--- src/rtl/sdr_pkg.sv ---
// Shared SDRAM definitions for the initialisation sequencer and the
// write/read controllers: command encodings {nRAS,nCAS,nWE}, mode-register
// field values, the A10 all-banks address and the init FSM state type.
package sdr_pkg;

    localparam int STATE_W = 4;
    localparam int CMD_W   = 3;
    localparam int DLY_W   = 16;
    localparam int REF_W   = 4;

    // {nRAS, nCAS, nWE}
    localparam logic [CMD_W-1:0] CMD_NOP       = 3'b111;
    localparam logic [CMD_W-1:0] CMD_ACTIVE    = 3'b011;
    localparam logic [CMD_W-1:0] CMD_WRITE     = 3'b100;
    localparam logic [CMD_W-1:0] CMD_PRECHARGE = 3'b010;
    localparam logic [CMD_W-1:0] CMD_REFRESH   = 3'b001;
    localparam logic [CMD_W-1:0] CMD_LOAD_MODE = 3'b000;

    // A10 high during PRECHARGE selects all banks
    localparam logic [12:0] A10_ALL_BANKS = 13'h400;

    // Mode-register fields
    localparam logic [2:0] MR_BL_1      = 3'b000;
    localparam logic       MR_BT_SEQ    = 1'b0;
    localparam logic [2:0] MR_CL_3      = 3'b011;
    localparam logic       MR_WB_BURST  = 1'b0;

    // Pack mode-register fields into the A[12:0] layout
    function automatic logic [12:0] mode_reg_pack(input logic wb, input logic [2:0] cl,
                                                  input logic bt, input logic [2:0] bl);
        return {3'b000, wb, 2'b00, cl, bt, bl};
    endfunction

    localparam logic [12:0] MODE_REG_DEFAULT = mode_reg_pack(MR_WB_BURST, MR_CL_3, MR_BT_SEQ, MR_BL_1);

    // Width 4 leaves encodings 8..15 unused; they recover to S_WAIT
    typedef enum logic [STATE_W-1:0] {
        S_WAIT = 4'd0,
        S_PRE  = 4'd1,
        S_TRP  = 4'd2,
        S_REF  = 4'd3,
        S_TRFC = 4'd4,
        S_MRS  = 4'd5,
        S_TMRD = 4'd6,
        S_DONE = 4'd7
    } state_e;

endpackage

--- src/rtl/sdr_init_if.sv ---
// SDRAM command bus plus init_done status.
// master: driven by the init sequencer; slave: observed by muxing/consumers.
interface sdr_init_if;
    logic        sdr_CKE;
    logic        sdr_nCS;
    logic        sdr_nRAS;
    logic        sdr_nCAS;
    logic        sdr_nWE;
    logic [1:0]  sdr_BA;
    logic [12:0] sdr_A;
    logic        init_done;

    modport master (output sdr_CKE, sdr_nCS, sdr_nRAS, sdr_nCAS, sdr_nWE, sdr_BA, sdr_A, init_done);
    modport slave  (input  sdr_CKE, sdr_nCS, sdr_nRAS, sdr_nCAS, sdr_nWE, sdr_BA, sdr_A, init_done);
endinterface

--- src/rtl/sdr_delay_cnt.sv ---
// Loadable down-counter with a registered one-cycle expire pulse.
// Ports: clk, rst (async, active-high), load_i/val_i (load count),
//        expire_o (high for one cycle once the count has reached zero).
// A load of N makes expire_o high in the cycle that follows N further edges,
// so a load of 0 expires immediately after the loading edge.
module sdr_delay_cnt #(
    parameter int          W       = 16,
    parameter logic [W-1:0] RST_VAL = '0
) (
    input  logic         clk,
    input  logic         rst,
    input  logic         load_i,
    input  logic [W-1:0] val_i,
    output logic         expire_o
);
    localparam logic [W-1:0] ZERO = '0;
    localparam logic [W-1:0] ONE  = {{(W-1){1'b0}}, 1'b1};

    logic [W-1:0] cnt_q;
    logic         expire_q;

    // Count down to zero, flag the arrival at zero for one cycle
    always_ff @(posedge clk or posedge rst) begin
        if (rst) begin
            cnt_q    <= RST_VAL;
            expire_q <= (RST_VAL == ZERO);
        end else if (load_i) begin
            cnt_q    <= val_i;
            expire_q <= (val_i == ZERO);
        end else if (cnt_q != ZERO) begin
            cnt_q    <= cnt_q - ONE;
            expire_q <= (cnt_q == ONE);
        end else begin
            cnt_q    <= cnt_q;
            expire_q <= 1'b0;
        end
    end

    assign expire_o = expire_q;
endmodule

--- src/rtl/sdr_init.sv ---
// SDRAM power-up initialisation sequencer: power-up NOP wait, PRECHARGE ALL,
// NUM_REF x AUTO REFRESH, LOAD MODE REGISTER, then sticky init_done.
// Ports: clk, rst (async, active-high), bus (sdr_init_if.master: CKE, nCS,
//        nRAS/nCAS/nWE, BA, A, init_done), all registered.
// Build option: SDR_INIT_FAST_SIM_EN shortens the power-up wait to 16 cycles.
module sdr_init
    import sdr_pkg::*;
#(
    parameter int unsigned T_POWERUP = 33400,
    parameter int unsigned T_RP      = 3,
    parameter int unsigned T_RFC     = 10,
    parameter int unsigned NUM_REF   = 2,
    parameter int unsigned T_MRD     = 2,
    parameter logic [12:0] MODE_REG  = MODE_REG_DEFAULT
) (
    input  logic       clk,
    input  logic       rst,
    sdr_init_if.master bus
);
`ifdef SDR_INIT_FAST_SIM_EN
    localparam int unsigned WAIT_CYC = 16;
`else
    localparam int unsigned WAIT_CYC = T_POWERUP;
`endif
    // Counter loads are one less than the spacing: the load edge is the command edge
    localparam logic [DLY_W-1:0] WAIT_LD = 16'(WAIT_CYC - 1);
    localparam logic [DLY_W-1:0] RP_LD   = 16'(T_RP - 1);
    localparam logic [DLY_W-1:0] RFC_LD  = 16'(T_RFC - 1);
    localparam logic [DLY_W-1:0] MRD_LD  = 16'(T_MRD - 1);
    localparam logic [REF_W-1:0] NREF_L  = 4'(NUM_REF);

    state_e             state_q;
    logic               cke_q;
    logic               ncs_q;
    logic [CMD_W-1:0]   cmd_q;
    logic [1:0]         ba_q;
    logic [12:0]        a_q;
    logic               done_q;
    logic [REF_W-1:0]   ref_cnt_q;
    logic               expire_s;
    logic               cnt_load_d;
    logic [DLY_W-1:0]   cnt_val_d;

    // Reset value preloads the power-up wait so no extra entry cycle is spent
    sdr_delay_cnt #(.W(DLY_W), .RST_VAL(WAIT_LD)) u_dly (
        .clk      (clk),
        .rst      (rst),
        .load_i   (cnt_load_d),
        .val_i    (cnt_val_d),
        .expire_o (expire_s)
    );

    // Reload the delay counter on each command edge with the spacing to the next step
    always_comb begin
        cnt_load_d = 1'b0;
        cnt_val_d  = 16'd0;
        case (state_q)
            S_WAIT: begin
                cnt_load_d = expire_s;
                cnt_val_d  = RP_LD;
            end
            S_PRE, S_TRP: begin
                cnt_load_d = expire_s;
                cnt_val_d  = RFC_LD;
            end
            S_REF, S_TRFC: begin
                cnt_load_d = expire_s;
                if (ref_cnt_q < NREF_L) begin
                    cnt_val_d = RFC_LD;
                end else begin
                    cnt_val_d = MRD_LD;
                end
            end
            S_MRS, S_TMRD: begin
                cnt_load_d = 1'b0;
                cnt_val_d  = 16'd0;
            end
            S_DONE: begin
                cnt_load_d = 1'b0;
                cnt_val_d  = 16'd0;
            end
            default: begin
                cnt_load_d = 1'b1;
                cnt_val_d  = WAIT_LD;
            end
        endcase
    end

    // Sequencer FSM; command states also test expiry so a spacing of 1 is exact
    always_ff @(posedge clk or posedge rst) begin
        if (rst) begin
            state_q   <= S_WAIT;
            cke_q     <= 1'b0;
            ncs_q     <= 1'b1;
            cmd_q     <= CMD_NOP;
            ba_q      <= 2'b00;
            a_q       <= 13'h0000;
            done_q    <= 1'b0;
            ref_cnt_q <= 4'd0;
        end else begin
            cke_q <= 1'b1;
            ncs_q <= 1'b0;
            cmd_q <= CMD_NOP;
            ba_q  <= 2'b00;
            a_q   <= 13'h0000;
            case (state_q)
                S_WAIT: begin
                    if (expire_s) begin
                        cmd_q   <= CMD_PRECHARGE;
                        a_q     <= A10_ALL_BANKS;
                        state_q <= S_PRE;
                    end else begin
                        state_q <= S_WAIT;
                    end
                end
                S_PRE, S_TRP: begin
                    if (expire_s) begin
                        cmd_q     <= CMD_REFRESH;
                        ref_cnt_q <= 4'd1;
                        state_q   <= S_REF;
                    end else begin
                        state_q <= S_TRP;
                    end
                end
                S_REF, S_TRFC: begin
                    if (expire_s && (ref_cnt_q < NREF_L)) begin
                        cmd_q     <= CMD_REFRESH;
                        ref_cnt_q <= ref_cnt_q + 4'd1;
                        state_q   <= S_REF;
                    end else if (expire_s) begin
                        cmd_q   <= CMD_LOAD_MODE;
                        a_q     <= MODE_REG;
                        state_q <= S_MRS;
                    end else begin
                        state_q <= S_TRFC;
                    end
                end
                S_MRS, S_TMRD: begin
                    if (expire_s) begin
                        done_q  <= 1'b1;
                        state_q <= S_DONE;
                    end else begin
                        state_q <= S_TMRD;
                    end
                end
                S_DONE: begin
                    state_q <= S_DONE;
                end
                default: begin
                    // Corrupted encoding: restart the wait, bus stays NOP
                    ref_cnt_q <= 4'd0;
                    state_q   <= S_WAIT;
                end
            endcase
        end
    end

    assign bus.sdr_CKE   = cke_q;
    assign bus.sdr_nCS   = ncs_q;
    assign bus.sdr_nRAS  = cmd_q[2];
    assign bus.sdr_nCAS  = cmd_q[1];
    assign bus.sdr_nWE   = cmd_q[0];
    assign bus.sdr_BA    = ba_q;
    assign bus.sdr_A     = a_q;
    assign bus.init_done = done_q;
endmodule

--- src/flat_wrapper.sv ---
// flat-port wrapper written by rule: the top's interface ports become plain ports
module sdr_init_flat import sdr_pkg::*;
#(
    parameter int unsigned T_POWERUP = 33400,
    parameter int unsigned T_RP      = 3,
    parameter int unsigned T_RFC     = 10,
    parameter int unsigned NUM_REF   = 2,
    parameter int unsigned T_MRD     = 2,
    parameter logic [12:0] MODE_REG  = MODE_REG_DEFAULT
)
  (clk, rst, bus_sdr_CKE, bus_sdr_nCS, bus_sdr_nRAS, bus_sdr_nCAS, bus_sdr_nWE, bus_sdr_BA, bus_sdr_A, bus_init_done);
  sdr_init_if bus_i ();
  input  logic clk;
  input  logic rst;
  output wire logic [$bits(bus_i.sdr_CKE)-1:0] bus_sdr_CKE;
  output wire logic [$bits(bus_i.sdr_nCS)-1:0] bus_sdr_nCS;
  output wire logic [$bits(bus_i.sdr_nRAS)-1:0] bus_sdr_nRAS;
  output wire logic [$bits(bus_i.sdr_nCAS)-1:0] bus_sdr_nCAS;
  output wire logic [$bits(bus_i.sdr_nWE)-1:0] bus_sdr_nWE;
  output wire logic [$bits(bus_i.sdr_BA)-1:0] bus_sdr_BA;
  output wire logic [$bits(bus_i.sdr_A)-1:0] bus_sdr_A;
  output wire logic [$bits(bus_i.init_done)-1:0] bus_init_done;
  assign bus_sdr_CKE = bus_i.sdr_CKE;
  assign bus_sdr_nCS = bus_i.sdr_nCS;
  assign bus_sdr_nRAS = bus_i.sdr_nRAS;
  assign bus_sdr_nCAS = bus_i.sdr_nCAS;
  assign bus_sdr_nWE = bus_i.sdr_nWE;
  assign bus_sdr_BA = bus_i.sdr_BA;
  assign bus_sdr_A = bus_i.sdr_A;
  assign bus_init_done = bus_i.init_done;
  sdr_init #(.T_POWERUP(T_POWERUP), .T_RP(T_RP), .T_RFC(T_RFC), .NUM_REF(NUM_REF), .T_MRD(T_MRD), .MODE_REG(MODE_REG)) u_core (.clk(clk), .rst(rst), .bus(bus_i));
endmodule
--- config.mk ---
export PLATFORM = sky130hd
export DESIGN_NAME = sdr_init_flat
export DESIGN_NICKNAME = d
export VERILOG_FILES = /design/src/rtl/sdr_pkg.sv /design/src/rtl/sdr_init_if.sv /design/src/rtl/sdr_delay_cnt.sv /design/src/rtl/sdr_init.sv /design/src/flat_wrapper.sv
export SDC_FILE = /design/constraint.sdc
export NUM_CORES = 1
export LEC_CHECK = 0
export ABC_AREA = 1
export ABC_CLOCK_PERIOD_IN_PS = 3200
export CORE_MARGIN = 2
export CORE_UTILIZATION = 40
export CTS_CLUSTER_SIZE = 16
export DETAILED_ROUTE_END_ITERATION = 12
export HOLD_SLACK_MARGIN = 0.06
export PLACE_DENSITY = 0.71
export SLEW_MARGIN = 10
export SYNTH_ARGS = -nofsm -noshare
export SYNTH_HDL_FRONTEND = slang
export SYNTH_HIERARCHICAL = 1
export SYNTH_SLANG_ARGS = --single-unit
--- constraint.sdc ---
create_clock -name clk -period 3.2 [get_ports clk]
set_input_delay 0.96 -clock clk [delete_from_list [all_inputs] [get_ports clk]]
set_output_delay 0.96 -clock clk [all_outputs]
set_load 0.02 [all_outputs]
---- Word level (Yosys, flattened, before mapping) ----
Index checks and enable logic that the tools add are counted.
operators by class
  $lt $le $gt $ge ......................... 1
  add/subtract/negate cells ............... 2
  equality and inequality tests ........... 10
  reductions and logical operators ........ 13
  bitwise operators ....................... 1
  multiplexer cells ....................... 25
operators with widths
  operator               count
  $pmux 16 s4            1
  $mux 16                2
  $pmux 13 s2            1
  $pmux 4 s5             1
  $eq 16x1->1 const B    1
  $eq 4x3->1 const B     4
  $logic_not 16->1       1
  $mux 4                 4
  $reduce_bool 16->1     1
  $sub 16x1->16 const B  1
  $mux 13                1
  $mux 3                 4
  $pmux 4 s3             1
  $mux 11                1
  $pmux 3 s3             1
  $eq 4x2->1 const B     2
  $mux 1                 6
  $mux 6                 1
  $reduce_or 2->1        3
  $reduce_or 5->1        1
  $add 4x1->4 const B    1
  $eq 4x1->1 const B     1
  $logic_not 4->1        1
  $lt 4x2->1 const B     1
  10 further kinds       10
word-level totals
  output and inout port bits .............. 21
  logic and storage cells ................. 61
  register bits ........................... 44
  input bits .............................. 2

---- Longest topological paths before layout ----
  word-level depth ........................ 5
  mapped depth ............................ 11
  depth with buffers taken out ............ 10

---- Modules after synthesis ----
Netlist, hierarchy kept.
modules (own cells, without submodules)
  module         instances  cells an instance  area each (um2)  seq. area each (um2)
  sdr_delay_cnt  1          181                1263.7           435.4
  sdr_init       1          87                 785.8            380.4

---- Worst setup path before layout ----
Ideal clock, no wire load.
  path type ............................... reg-to-reg
  from .................................... register u_core.state_q[0]
  to ...................................... register u_core.u_dly.cnt_q[14]
  setup slack ............................. 1.612 ns
  setup time .............................. 0.113 ns
  stages on the path, launching flop included .. 12
  buffers on the path ..................... 1
  required time ........................... 3.087 ns
  clock period less this slack ............ 1.588 ns
  arrival time ............................ 1.475 ns
  cell sequence ........................... dfrtp_1 nor2_2 nor2_2 nor2_1 buf_2 inv_1 nor2_1 inv_1 nand2_1 inv_1 nand2_1 inv_1
on the way
  word-level cells in the longest chain between the ends .. 4
  elaborated cells on any way between the ends .. 13
  those cells by class .................... eq/ne: 7; mux: 2; reduce/logical: 4
RTL lines
  element                                                              RTL line             text
  from (decl)                                                          sdr_init.sv:32       state_e state_q;
  from (signal assigned)                                               sdr_init.sv:92       state_q <= S_WAIT;
  from (signal assigned)                                               sdr_init.sv:111      state_q <= S_PRE;
  from (signal assigned)                                               sdr_init.sv:113      state_q <= S_WAIT;
  $eq 4x1->1, or another cell as far along                             sdr_init.sv:57       case (state_q)
  $reduce_or 5->1 (no line) / $reduce_or 3->1 (equally long branches)  --
  $pmux 1 s2 (*)                                                       sdr_init.sv:57
  named net u_core.cnt_load_d                                          sdr_init.sv:41       logic cnt_load_d;
  $mux 16 / $reduce_bool 2->1 (equally long branches)                  --
  to (signal assigned)                                                 sdr_delay_cnt.sv:28  cnt_q <= val_i;
  to (signal assigned)                                                 sdr_delay_cnt.sv:31  cnt_q <= cnt_q - ONE;
  to (signal assigned)                                                 sdr_delay_cnt.sv:34  cnt_q <= cnt_q;
  to (decl)                                                            sdr_delay_cnt.sv:19  logic [W-1:0] cnt_q;
Mark *: on every way through the listed nets, which the timed path passes. The rest lies on a longest branch.
A chain may end at the register's enable or synchronous reset.

---- Final worst setup path ----
  from .................................... register u_core.cmd_q[0]
  to ...................................... output bus_sdr_nWE
RTL lines
  element                 RTL line            text
  from (decl)             sdr_init.sv:35      logic [CMD_W-1:0] cmd_q;
  from (signal assigned)  sdr_init.sv:95      cmd_q <= CMD_NOP;
  from (signal assigned)  sdr_init.sv:103     cmd_q <= CMD_NOP;
  from (signal assigned)  sdr_init.sv:109     cmd_q <= CMD_PRECHARGE;
  to (decl)               flat_wrapper.sv:19  output wire logic [$bits(bus_i.sdr_nWE)-1:0] bus_sdr_nWE;
No word-level cell between the ends.

==> key figures <==
Outcome
  – Status: completed

Power and ir drop
  – PD cells: approximately 530 nW/um2
  – Seq pwr share: 0.457
  – VDD IR max: 0.161 mV
  – Power share of the clock group: 0.309
  – Lkg Pwr: 0.00121 uW
  – Logic pwr share: 0.234
  – Cell internal pwr: between 800 and 900 uW
  – Sw Pwr: 410 uW
  – Sw frac: 0.330

Clock network
  – Clk buf depth: 2
  – Post-CTS Setup Inserts: 0
  – Sink Count: 32
  – Clock-pin slew on the worst setup and hold paths: 70 ps
  – Clock root buffer: clkbuf_8
  – TritonCTS Buffers: 5
  – CTS tree: done
  – Max H-tree Level: 2
  – Post-CTS Resized: 0
  – Hold buffers post-CTS: 0
  – Clk_lat worst skew: 290 ps

Timing
  – Worst-Margin Slew: 670 ps
  – Period utilization: 0.735
  – Max Transition Viols Final: 0
  – Final Hold Vio Count: 0
  – Maximum operating frequency: 0.425 GHz
  – Rel. slew slack: 0.553
  – Post-route setup slack: between 800 and 900 ps
  – Final worst path period need: 2350 ps
  – Setup-failing EPs final: 0
  – Clock skew: 5.61 ps
  – Setup tns final: 0 ps
  – Unrepaired setup endpoints after global routing: false

Yosys
  – Synthesized instance count: 268
  – Primary FF master, synth: dfrtp_1
  – Seq/Total Area, Yosys: 0.398
  – Most numerous cell in the Yosys netlist: nand2_1
  – Top cells by count, synth: nand2_1 (72), inv_1 (32), nor2_1 (32)
  – Netlist Area Pre-Place: 2050 um2
  – EDFF count, synth: 0
  – Synth Area per Inst: 7.65 um2
  – Post-synthesis cell type count: 32
  – Synth area leaders: dfrtp_1 (24%), dfstp_2 (15%), nand2_1 (13%)
  – Flop and latch count out of synthesis: 32
  – Yosys top cell by area: dfrtp_1
  – Post-synthesis async set-or-reset flop share: 1.00
  – Synth Warn #: 6
  – Top-area cell type share of the netlist area: 0.244

Global route
  – Gr ovfl total: 0
  – Vias in the first global route: ~1400
  – GRT Total Usage: 0.143
  – Initial antenna violation count: 0
  – First-pass GRT wire length: 6070 um
  – Pin count of the biggest net entering global routing: 20

Worst setup path
  – CP top delay family: buffers and inverters
  – Crit path to: bus_sdr_nWE
  – Startpoint types: flip-flop
  – Worst Path Max Fanout: 1
  – Reg-to-reg critical path endpoint: u_core/u_dly/cnt_q[5]
  – Reg2reg start: u_core/u_dly/cnt_q[0]
  – Critical path depth in cells: 1
  – CP required: between 2000 and 2500 ps
  – Worst reg-to-reg setup slack: between 1000 and 1500 ps
  – CP Capture Type: output pin
  – Worst R2R Path Depth: 7
  – Critical-path cell list: clkdlybuf4s50_1
  – CP max-delay cell: clkdlybuf4s50_1
  – Arr. time, crit path: around 1400 ps
  – Worst path max stage delay: 590 ps
  – Crit path from: u_core/cmd_q[0]
  – WP buf/inv: 1
  – Kind of critical path: flip-flop to output pin

Route
  – Drt wl/cell: 9.27 um
  – Via-to-Cell Ratio: roughly 4.2
  – Post-DRT Antenna Nets: 0
  – Drt pass-1 iters: 4
  – Routed wire length: 3490 um
  – # DRC: 0
  – Initial DRC count: 94
  – Total number of vias: 1586

Place
  – Buffers on Ports: 10
  – Post-DP HPWL: 2690 um
  – Routability cong.: approximately 0.86
  – DP Worst Slack: 1160 ps

Final layout
  – Share of layout cells above drive strength 1: 0.196
  – Nets: 310
  – Area delta synth->final: 15.6%
  – Diodes inserted: 0

Die
  – Site row count: 26
  – Die Area: ~5700 um2
  – CORE AREA: 5010 um2
  – Initial Util: 0.409
  – DIE HEIGHT: 75.6 um
  – Chip Width: 75.6 um
  – I/O pin count: 23

Min path
  – Type of the worst min-delay path: flip-flop to flip-flop

Flow run
  – Max-cap viol count: 0
power by group through the flow:
stage	clock, uW	combinational (uW)	sequential [uW]
floorplan	0	266	557
global placement	0	287	574
detailed placement	0	294	574
CTS	397	295	569
global route	413	340	581
finish	385	292	569
cell families after synthesis:
kind of cell             share of synthesized area
AO/OA/AOI/OAI                               0.0531
XOR/XNOR                                    0.0256
adder cells (fa/ha/maj)                     0.0183
buffers and inverters                        0.121
flip-flops                                   0.398
other                                      0.00366
AND/OR/NAND/NOR                              0.380
sequential cells by signal (all words and copies together) (netlist names):
| name | count |
|---|---|
| u_core/u_dly/cnt_q | 16 |
| u_core/ref_cnt_q | 4 |
| u_core/cmd_q | 3 |
| u_core/state_q | 3 |
| u_core/bus.sdr_A | 2 |
| u_core/bus.init_done | 1 |
| u_core/bus.sdr_CKE | 1 |
| u_core/bus.sdr_nCS | 1 |
| u_core/u_dly/expire_o | 1 |
routing by layer:
layer | global-route usage | routed length, um
met1 | 0.184 | 1630
met2 | 0.223 | 1630
met3 | 0.0331 | 139
met4 | 0.0760 | 85
met5 | 0 | 0
how the worst min path moves through the flow:
stage / from / end / slack [ps] / cells past startpoint
after floorplan: u_core/ref_cnt_q[3] / u_core/ref_cnt_q[3] / 440 / 2
after global placement: u_core/ref_cnt_q[3] / u_core/ref_cnt_q[3] / 450 / 2
after detailed placement: u_core/bus.init_done / u_core/bus.init_done / 470 / 1
after CTS: u_core/bus.init_done / u_core/bus.init_done / 490 / 1
after global routing: u_core/bus.init_done / u_core/bus.init_done / 510 / 1
final: u_core/bus.init_done / u_core/bus.init_done / 480 / 1
through the flow:
| stage | cells | cell area, um2 | util | power [uW] | hold WS (ps) |
|---|---|---|---|---|---|
| floorplan | 303 | 2180 | - | 823 | 437 |
| global placement | 368 | 2260 | 0.451 | 861 | 452 |
| detailed placement | 368 | 2260 | 0.451 | 868 | 467 |
| CTS | 376 | 2370 | 0.473 | 1260 | 488 |
| global route | 376 | 2370 | 0.473 | 1330 | 512 |
| finish | 376 | 2370 | 0.473 | 1250 | 480 |
cell usage in the layout (no fill, tap or decap), types with 4 or more instances in the layout:
cell and instances:
clkbuf_8 5, clkdlybuf4s50_1 10, conb_1 37, dfrtp_1 20, dfstp_2 12, inv_1 32, nand2_1 72, nand2_2 12
nand3_1 16, nand3_2 7, nor2_1 32, nor2_2 7, o21ai_0 7, xor2_1 4
final cells by class:
cell class,count,area [um2]
clock buffer,5,68.8
clock inverter,3,42.5
fill,492,2640
inverter,35,131
multi-input combinational,220,1120
sequential,32,816
tap,70,87.6
timing repair buffer,11,108
No activity file was read; power rests on OpenSTA's default activity.
